$ cat src/rtl/uart_pkg.sv
// ---------------------------------------------------------------------------
// uart_pkg
// Shared definitions for the UART transmit arbiter:
//   BIT_MAX_DEFAULT  default data bits per byte (matches the UART TX core)
//   arb_state_t      2-bit arbiter state type and its encodings
//   clog2()          index-width helper (never returns less than 1)
// ---------------------------------------------------------------------------
package uart_pkg;

    localparam int BIT_MAX_DEFAULT = 8;

    typedef logic [1:0] arb_state_t;

    localparam arb_state_t ST_IDLE      = 2'd0;
    localparam arb_state_t ST_WAIT_BUSY = 2'd1;
    localparam arb_state_t ST_WAIT_DONE = 2'd2;
    localparam arb_state_t ST_HOLD      = 2'd3;

    // Width needed to index 'value' items. A minimum of 1 keeps
    // single-bit index vectors legal for the smallest configurations.
    function automatic int clog2(input int value);
        int result;
        result = 1;
        for (int i = 1; i < 31; i++) begin
            if ((1 << i) < value) begin
                result = i + 1;
            end
        end
        return result;
    endfunction

endpackage

$ cat src/rtl/uart_tx_arbiter_rr_pick.sv
// ---------------------------------------------------------------------------
// rr_pick
// Combinational round-robin picker.
//   req    in   N_REQ   request vector
//   ptr    in   IDX_W   highest-priority index for this decision
//   idx    out  IDX_W   first set request at or after ptr (wrapping)
//   valid  out  1       at least one request is set
// ---------------------------------------------------------------------------
module rr_pick
    import uart_pkg::*;
#(
    parameter int N_REQ = 4,
    parameter int IDX_W = clog2(N_REQ)
) (
    input  logic [N_REQ-1:0] req,
    input  logic [IDX_W-1:0] ptr,
    output logic [IDX_W-1:0] idx,
    output logic             valid
);

    localparam logic [IDX_W:0] N_W = (IDX_W + 1)'(N_REQ);

    // rot[gi] is the request seen gi positions after ptr; pos[gi] is the
    // requester index it came from.
    logic [N_REQ-1:0] rot;
    logic [IDX_W-1:0] pos [N_REQ];

    for (genvar gi = 0; gi < N_REQ; gi++) begin : g_rot
        logic [IDX_W:0] sum;
        assign sum     = {1'b0, ptr} + (IDX_W + 1)'(gi);
        assign pos[gi] = (sum >= N_W) ? IDX_W'(sum - N_W) : IDX_W'(sum);
        assign rot[gi] = req[pos[gi]];
    end

    // Walk from the far end so the lowest rotated offset wins without a break.
    always_comb begin
        idx   = ptr;
        valid = 1'b0;
        for (int i = N_REQ - 1; i >= 0; i--) begin
            if (rot[i]) begin
                idx   = pos[i];
                valid = 1'b1;
            end
        end
    end

endmodule

$ cat src/rtl/uart_tx_arbiter.sv
// ---------------------------------------------------------------------------
// uart_tx_arbiter
// Shares one UART byte transmitter among N_REQ requesters with round-robin
// arbitration. A requester whose byte is not flagged last keeps the
// transmitter locked until it sends its last byte.
//
// Ports
//   clk       in   1              system clock, rising edge
//   rst       in   1              asynchronous reset, active-high
//   req       in   N_REQ          requester k has a byte ready
//   req_data  in   N_REQ*BIT_MAX  byte of requester k at [k*BIT_MAX +: BIT_MAX]
//   req_last  in   N_REQ          byte of requester k ends its packet
//   gnt       out  N_REQ          one-cycle pulse: byte of requester k accepted
//   tx_start  out  1              one-cycle start pulse to the UART TX core
//   tx_data   out  BIT_MAX        byte to send, held until the next grant
//   tx_busy   in   1              UART TX core busy flag
//   owner     out  clog2(N_REQ)   current or last granted requester
//   arb_busy  out  1              arbiter is not idle
//   timeout   out  1              one-cycle pulse on forced lock release
//
// Build option
//   UART_ARB_TIMEOUT_EN  when defined, a locked owner that stalls for
//                        TIMEOUT_MAX cycles in HOLD loses the lock; when
//                        undefined, HOLD waits forever and timeout is 0.
// ---------------------------------------------------------------------------
module uart_tx_arbiter
    import uart_pkg::*;
#(
    parameter int N_REQ       = 4,
    parameter int BIT_MAX     = BIT_MAX_DEFAULT,
    parameter int TIMEOUT_MAX = 52080,
    localparam int IDX_W      = clog2(N_REQ)
) (
    input  logic                     clk,
    input  logic                     rst,
    input  logic [N_REQ-1:0]         req,
    input  logic [N_REQ*BIT_MAX-1:0] req_data,
    input  logic [N_REQ-1:0]         req_last,
    output logic [N_REQ-1:0]         gnt,
    output logic                     tx_start,
    output logic [BIT_MAX-1:0]       tx_data,
    input  logic                     tx_busy,
    output logic [IDX_W-1:0]         owner,
    output logic                     arb_busy,
    output logic                     timeout
);

    arb_state_t         state_q, state_d;
    logic [N_REQ-1:0]   gnt_q, gnt_d;
    logic               tx_start_q, tx_start_d;
    logic [BIT_MAX-1:0] tx_data_q, tx_data_d;
    logic [IDX_W-1:0]   owner_q, owner_d;
    logic [IDX_W-1:0]   ptr_q, ptr_d;
    logic               lock_q, lock_d;
    logic               timeout_q, timeout_d;

    logic [IDX_W-1:0]   pick_idx;
    logic               pick_valid;
    logic               grant_en;
    logic [IDX_W-1:0]   grant_idx;
    logic               owner_req;
    logic [IDX_W-1:0]   owner_inc;
    logic               tmo_fire;

    logic [BIT_MAX-1:0] req_bytes [N_REQ];

    for (genvar gi = 0; gi < N_REQ; gi++) begin : g_bytes
        assign req_bytes[gi] = req_data[gi*BIT_MAX +: BIT_MAX];
    end

    rr_pick #(
        .N_REQ (N_REQ),
        .IDX_W (IDX_W)
    ) u_rr_pick (
        .req   (req),
        .ptr   (ptr_q),
        .idx   (pick_idx),
        .valid (pick_valid)
    );

    assign owner_req = req[owner_q];
    // Round-robin pointer after the owner releases: one past it, wrapping.
    assign owner_inc = (owner_q == IDX_W'(N_REQ - 1)) ? '0 : owner_q + 1'b1;

    // A grant happens only from IDLE (any requester, via the picker) or from
    // HOLD (only the lock owner; everyone else is ignored).
    always_comb begin
        grant_en  = 1'b0;
        grant_idx = pick_idx;
        if (state_q == ST_IDLE) begin
            grant_en = pick_valid;
        end else if (state_q == ST_HOLD) begin
            grant_en  = owner_req;
            grant_idx = owner_q;
        end
    end

`ifdef UART_ARB_TIMEOUT_EN
    localparam int CNT_W = clog2(TIMEOUT_MAX);

    logic [CNT_W-1:0] idle_cnt_q, idle_cnt_d;

    // Counts HOLD cycles without a byte from the owner. Any other state,
    // including the cycle after a grant, leaves it at zero, so it restarts
    // on every entry to HOLD.
    assign tmo_fire = (state_q == ST_HOLD) && !owner_req &&
                      (idle_cnt_q == CNT_W'(TIMEOUT_MAX - 1));

    always_comb begin
        idle_cnt_d = '0;
        if ((state_q == ST_HOLD) && !owner_req && !tmo_fire) begin
            idle_cnt_d = idle_cnt_q + 1'b1;
        end
    end

    always_ff @(posedge clk or posedge rst) begin
        if (rst) begin
            idle_cnt_q <= '0;
        end else begin
            idle_cnt_q <= idle_cnt_d;
        end
    end
`else
    assign tmo_fire = 1'b0;

    // TIMEOUT_MAX only shapes the timeout build; this empty guard keeps the
    // parameter referenced so both builds share one parameter list.
    if (TIMEOUT_MAX < 2) begin : g_timeout_max_unused
    end
`endif

    // ---- FSM: state register ----
    always_ff @(posedge clk or posedge rst) begin
        if (rst) begin
            state_q <= ST_IDLE;
        end else begin
            state_q <= state_d;
        end
    end

    // ---- FSM: next state ----
    always_comb begin
        state_d = state_q;
        case (state_q)
            ST_IDLE: begin
                if (grant_en) state_d = ST_WAIT_BUSY;
            end
            ST_WAIT_BUSY: begin
                if (tx_busy) state_d = ST_WAIT_DONE;
            end
            ST_WAIT_DONE: begin
                if (!tx_busy) state_d = lock_q ? ST_HOLD : ST_IDLE;
            end
            ST_HOLD: begin
                if (grant_en) begin
                    state_d = ST_WAIT_BUSY;
                end else if (tmo_fire) begin
                    state_d = ST_IDLE;
                end
            end
            default: state_d = ST_IDLE;
        endcase
    end

    // ---- FSM: outputs and datapath next values ----
    always_comb begin
        gnt_d      = '0;
        tx_start_d = 1'b0;
        tx_data_d  = tx_data_q;
        owner_d    = owner_q;
        lock_d     = lock_q;
        ptr_d      = ptr_q;
        timeout_d  = 1'b0;

        if (grant_en) begin
            gnt_d[grant_idx] = 1'b1;
            tx_start_d       = 1'b1;
            tx_data_d        = req_bytes[grant_idx];
            owner_d          = grant_idx;
            lock_d           = !req_last[grant_idx];
        end

        // Pointer moves only when a packet finishes, so a locked packet
        // keeps the priority of its owner until its last byte is done.
        if ((state_q == ST_WAIT_DONE) && !tx_busy && !lock_q) begin
            ptr_d = owner_inc;
        end

        if (tmo_fire) begin
            lock_d    = 1'b0;
            timeout_d = 1'b1;
            ptr_d     = owner_inc;
        end
    end

    always_ff @(posedge clk or posedge rst) begin
        if (rst) begin
            gnt_q      <= '0;
            tx_start_q <= 1'b0;
            tx_data_q  <= '0;
            owner_q    <= '0;
            ptr_q      <= '0;
            lock_q     <= 1'b0;
            timeout_q  <= 1'b0;
        end else begin
            gnt_q      <= gnt_d;
            tx_start_q <= tx_start_d;
            tx_data_q  <= tx_data_d;
            owner_q    <= owner_d;
            ptr_q      <= ptr_d;
            lock_q     <= lock_d;
            timeout_q  <= timeout_d;
        end
    end

    assign gnt      = gnt_q;
    assign tx_start = tx_start_q;
    assign tx_data  = tx_data_q;
    assign owner    = owner_q;
    assign arb_busy = (state_q != ST_IDLE);
    assign timeout  = timeout_q;

endmodule

$ cat config.mk
export PLATFORM = sky130hd
export DESIGN_NAME = uart_tx_arbiter
export DESIGN_NICKNAME = d
export VERILOG_FILES = /design/src/rtl/uart_pkg.sv /design/src/rtl/uart_tx_arbiter_rr_pick.sv /design/src/rtl/uart_tx_arbiter.sv
export SDC_FILE = /design/constraint.sdc
export NUM_CORES = 1
export LEC_CHECK = 0
export ABC_AREA = 1
export CAP_MARGIN = 15
export CORE_MARGIN = 2
export CORE_UTILIZATION = 48
export DETAILED_ROUTE_END_ITERATION = 10
export GPL_TIMING_DRIVEN = 0
export PLACE_DENSITY = 0.86
export SLEW_MARGIN = 30
export SYNTH_ARGS = -nofsm -noshare
export SYNTH_HDL_FRONTEND = slang
export SYNTH_SLANG_ARGS = --single-unit
$ cat constraint.sdc
create_clock -name clk -period 5.7 [get_ports clk]
set_input_delay 1.14 -clock clk [delete_from_list [all_inputs] [get_ports clk]]
set_output_delay 1.14 -clock clk [all_outputs]
set_load 0.02 [all_outputs]
* After elaboration in Yosys (flattened, before gate mapping) *
Index checks and enable logic that the tools add are counted.
Widths: inputs -> output; s select.

operators by class
  reductions and logical operators = 10
  $lt $le $gt $ge = 12
  bitwise logic cells = 1
  eq/ne operators = 7
  multiplexer cells = 41
  add/sub/neg operators = 8

operator list
  cell                 number
  $mux 2               15
  $lt 2x3->1 const B   6
  $bmux 8 s2           1
  $mux 8               2
  $mux 1               14
  $bmux 1 s2           6
  $ge 3x3->1 const B   4
  $sub 2x1->2 const B  4
  $add 2x2->3 const B  2
  $eq 2x2->1 const B   3
  $pmux 2 s3           1
  $mux 4               1
  $ne 2x2->1 const B   2
  $add 2x1->3 const B  1
  $ge 2x3->1 const B   1
  $logic_and 1x1->1    3
  $logic_not 1->1      3
  $not 2->3            1
  $reduce_and 3->1     1
  $add 2x1->2 const B  1
  $demux 1 s2          1
  $eq 2x1->1 const B   1
  $ge 2x1->1 const B   1
  $logic_not 2->1      1
  3 further kinds      3

word-level totals
  output and inout bits = 17
  input port bits = 43
  register bits = 20

* Depth between registers and ports, before layout *
  depth in word-level cells = 16
  mapped depth = 19
  mapped depth without buffers = 18

* Cells and area by module *
Synthesis repeated with hierarchy kept, for this count alone.

unflattened totals
  cell total of the unflattened synthesis = 257
  area total of the unflattened synthesis = 1590.3 um^2

by module, submodules not included
  module           area each (um^2)  instances  sequential area each (um^2)  cells each
  uart_tx_arbiter  1356.3            1          500.5                        204
  rr_pick          234.0             1          0.0                          53

* Worst setup path after synthesis *
No wires, ideal clock.

  kind = input to register
  start = input req[1]
  end = register tx_data_q[4] (netlist: tx_data[4])
  buffers on the path = 2
  data arrival time = 2.268 ns
  stages on the path = 16
  slack = 3.316 ns
  path through = inv_1 nand2_1 nand3_1 nand2_1 nand3_1 nand3_2 nand2_1 nand2_1 nand2_2 buf_6 buf_12 nand3b_2 nand3_1 nand2_1 nand2_1 nand2_1

between the ends
  cells in the longest elaborated chain, start to end = 12

ends and longest elaborated chain
  element                                    line                           source
  start: declaration                         uart_tx_arbiter.sv:36          input logic [N_REQ-1:0] req,
  $bmux 1 s2                                 uart_tx_arbiter_rr_pick.sv:32  assign rot[gi] = req[pos[gi]];
  $mux 1 (not written as such)               uart_tx_arbiter_rr_pick.sv:32
  $mux 2 (4 in a row)                        uart_tx_arbiter_rr_pick.sv:40  if (rot[i]) begin
  $mux 2                                     uart_tx_arbiter.sv:92          end else if (state_q == ST_HOLD) begin
  $mux 2                                     uart_tx_arbiter.sv:90          if (state_q == ST_IDLE) begin
  $not 2->3 (not written as such)            uart_tx_arbiter.sv:178         tx_data_d = req_bytes[grant_idx];
  $bmux 8 s2                                 uart_tx_arbiter.sv:178
  $mux 8 (not written as such) (2 in a row)  uart_tx_arbiter.sv:178
  end signal: assignment                     uart_tx_arbiter.sv:208         tx_data_q <= tx_data_d;
  end: declaration                           uart_tx_arbiter.sv:51          logic [BIT_MAX-1:0] tx_data_q, tx_data_d;

Several ways; a longest one is shown, not always the timed one. The select of a mux whose other input is x is not followed.
A chain may end at the register's enable or synchronous reset.

* Worst setup path in the final report *
  start = register state_q[0]
  end = output arb_busy

between the ends
  cells in the longest elaborated chain, start to end = 1

ends and longest elaborated chain
  element                   line                    source
  start: declaration        uart_tx_arbiter.sv:48   arb_state_t state_q, state_d;
  start signal: assignment  uart_tx_arbiter.sv:137  state_q <= state_d;
  $reduce_bool 2->1         uart_tx_arbiter.sv:220  assign arb_busy = (state_q != ST_IDLE);
  end: declaration          uart_tx_arbiter.sv:44   output logic arb_busy,

Every way passes these cells.

==> flow_results.org <==
** Outcome
- The flow ran to the end, and the final reports show no timing, DRC or antenna violations.

** Timing
- Headroom to the max-slew limit came out at 50.9%.
- Between clock sinks in the finished design, the worst skew comes to roughly 8.7 ps.
- Fin Setup TNS :: 0 ps
- RSZ-0062 raised after global routing :: no
- Slew at the pin closest to its max-slew limit :: about 740 ps
- The number of hold violations in the final report came to 0.
- Final setup viols :: 0
- Based on the critical path, the design can be clocked at up to 0.342 GHz.
- After layout, the minimum clock period comes to slightly below 3000 ps.
- Final worst-path cycle share :: approximately half
- Final slew viol count :: 0

** Power
- Relative contribution of the clock network to total power :: 8.0%
- Int Power :: slightly above 0.7 mW
- Summed over all nets, the switching power comes to roughly 0.78 mW.
- Combinational Power Share :: ~75%
- Dividing total power by cell area gives a power density of approximately 650 nW/um2.
- Share of power burned in registers :: 17.2%
- Summed over all cells, the static leakage comes to about 1.2 nW.
- Worst supply voltage drop on vdd :: 306 uV
- Total power for the finished layout comes to roughly 1.5 mW.
- Sw Ratio :: 51.8%

** Layout
- Relative to the synthesized area, the layout overhead comes to 42.9%.
- # diodes :: 0
- # nets final :: approximately 360
- In the final layout, the share of cells above drive strength 1 is 9.29%.

** Clock tree
- Number of sinks driven by the clock tree :: 20
- Number of clock buffers inserted by TritonCTS :: 3
- The clock passes through at most 2 buffers.
- Post-cts repair resize count :: 0
- Number of H-tree levels :: 1
- Root buffer cell :: sky130_fd_sc_hd__clkbuf_4
- TritonCTS built the clock tree.
- Clock-pin slew was measured on the worst setup and hold paths at 130 ps.
- Clock latency on the worst-skew pair :: approximately 320 ps
- For this design, the CTS-stage hold fixing added 0 buffers.
- Postcts setup bufs :: 0

** Yosys
- After synthesis the netlist holds a flip-flop and latch count of 20.
- Synthesis produced a netlist whose cell count is between 200 and 300.
- The share of the Yosys chip area taken by registers is 31.1%.
- Yosys cell types :: 29
- In this run the mean area of a mapped cell was between 6 and 7 um2.
- Post-synth net total :: about 300
- Summing every instance area after synthesis gives about 1600 um2.
- The Yosys step of the flow raised 0 warnings.

** Floorplanning
- Once the floorplan was initialized, standard cells occupied between 40 and 50% of the core.
- I/O Pins :: 60
- In this run the horizontal extent of the chip is slightly above 60 um.
- The die is slightly above 60 um tall.
- DIE AREA :: 3840 um2
- Core area :: between 3000 and 4000 um2
- Num rows :: 21

** Setup path
- At the worst endpoint, the arrival time is between 1500 and 2000 ps.
- STA classifies the critical path endpoint as an output port.
- Worst setup SP type :: flop
- CP required :: between 4000 and 5000 ps
- The critical path in this run is classified as reg2out.
- Along the worst path, the maximum fanout reaches 4.

** Route
- Antenna viol nets, final :: 0
- Vias per inst :: between 4 and 5
- Starting DRC count in detailed routing :: between 60 and 70
- Drc violations :: 0
- The first TritonRoute pass finished after 4 iterations.
- Avg WL per Cell :: about 11 um
- Detailed routing inserted a total of about 1,700 vias.
- For this block, the routed nets add up to roughly 4000 um of wire.

** Global routing
- The initial antenna violation count is 0.
- Overall track demand over capacity in global routing :: around 22%
- Entering global routing, the biggest net connects 21 pins.
- After global routing the overflow that remains totals 0.
- Vias in the first global route :: around 1,400
- The first global-routing pass estimated roughly 6200 um of wire.

** Place
- During placement, the flow inserted port buffers numbering 58.
- HPWL reported at the end of detailed placement :: a little over 3000 um
- At the end of routability-driven placement, the weighted congestion stood at 0.838.

** Hold path
- The worst hold path belongs to the class reg2reg.

** Job
- Max-cap violations in this run came to 0.
per-layer routing:
layer / wire [um] / vias up / track usage, %
li1: - / 896 / -
met4: 40 / 0 / 4.56
met3: 183 / 5 / 2.48
met1: 1800 / 760 / 29.3
met5: 0 / - / 0
met2: 1990 / 51 / 36.9
final cells by class:
class	instances	area, um2
Buffer	9	78.8
Clock buffer	3	22.5
Clock inverter	1	30.0
Fill cell	269	982
Inverter	39	149
Multi-Input combinational cell	182	883
Sequential cell	20	500
Tap cell	46	57.6
Timing Repair Buffer	58	581
flip-flops by register name, indices dropped and copies added, names as in the netlist:
signal and count:
owner 2, tx_start 1, state_q 2, lock_q 1, gnt 4, ptr_q 2, tx_data 8
cell usage in the layout (no fill, tap or decap), types with 3 or more instances in the layout:
master	count
sky130_fd_sc_hd__nand2_1	101
sky130_fd_sc_hd__clkdlybuf4s50_1	58
sky130_fd_sc_hd__inv_1	34
sky130_fd_sc_hd__nand3_1	33
sky130_fd_sc_hd__dfrtp_1	20
sky130_fd_sc_hd__nor2_1	8
sky130_fd_sc_hd__o21ai_0	8
sky130_fd_sc_hd__nand2_2	7
sky130_fd_sc_hd__ha_1	6
sky130_fd_sc_hd__inv_2	3
sky130_fd_sc_hd__nand4_1	3
sky130_fd_sc_hd__buf_4	3
sky130_fd_sc_hd__clkbuf_4	3
stage by stage:
stage	area [um2]	setup WS (ps)	util [%]	hold WS (ps)	cells
finish	2300	2780	70.1	493	358
global route	2300	2700	70.1	531	358
CTS	2300	2790	70.1	496	358
detailed placement	2250	2610	68.5	464	354
global placement	2250	2640	68.5	461	354
floorplan	1610	3320	-	505	250
Yosys cell counts (all sizes together):
cell type | instances | area, um2
nand4 | 3 | 18.8
o2111ai | 2 | 17.5
conb | 1 | 3.75
ha | 6 | 75.1
dfrtp | 20 | 500
nand3b | 1 | 11.3
a31oi | 1 | 6.26
nand3 | 36 | 203
nand2 | 109 | 434
o21a | 2 | 15.0
nor2 | 9 | 36.3
a21oi | 1 | 5.00
o21ai | 8 | 40.0
a21boi | 1 | 7.51
buf | 9 | 78.8
inv | 38 | 145
nor3 | 2 | 10.0
clkinv | 1 | 3.75
power groups by stage:
| stage | logic (mW) | clock network [mW] | registers (mW) |
|---|---|---|---|
| after detailed placement | 1.11 | 0 | 0.260 |
| after floorplan | 0.763 | 0 | 0.309 |
| final | 1.12 | 0.120 | 0.257 |
| after CTS | 1.12 | 0.119 | 0.257 |
| after global routing | 1.25 | 0.125 | 0.269 |
| after global placement | 1.09 | 0 | 0.259 |
worst max-delay path: stages, from the launching register on:
cell and delay [ps]:
sky130_fd_sc_hd__dfrtp_1 430, sky130_fd_sc_hd__inv_1 100, sky130_fd_sc_hd__ha_1 200, sky130_fd_sc_hd__inv_1 130
sky130_fd_sc_hd__clkdlybuf4s50_1 620
final timing paths:
check | startpoint | end | slack [ps] | cells past startpoint
min in group asynchronous | rst | tx_data[1] | 1230 | 2
worst max register to register | state_q[0] | tx_data[5] | 3450 | 13
worst max-delay path | state_q[0] | arb_busy | 2780 | 4
worst min-delay path | tx_data[6] | tx_data[6] | 490 | 2
worst min register to register | tx_data[6] | tx_data[6] | 490 | 2
max in group asynchronous | rst | lock_q | 4000 | 2
cells by family (layout without fill, tap and decap cells):
family	count (synthesis)	count (layout)	synth area share, %
and+or+nand+nor	160	160	44.3
buffers and inverters	48	110	14.1
DFF	20	20	31.1
AOI/OAI and AO/OA	15	15	5.67
adders and majority gates	6	6	4.66
other	1	1	0.233
Note: power is estimated with default switching activity, not from simulation.
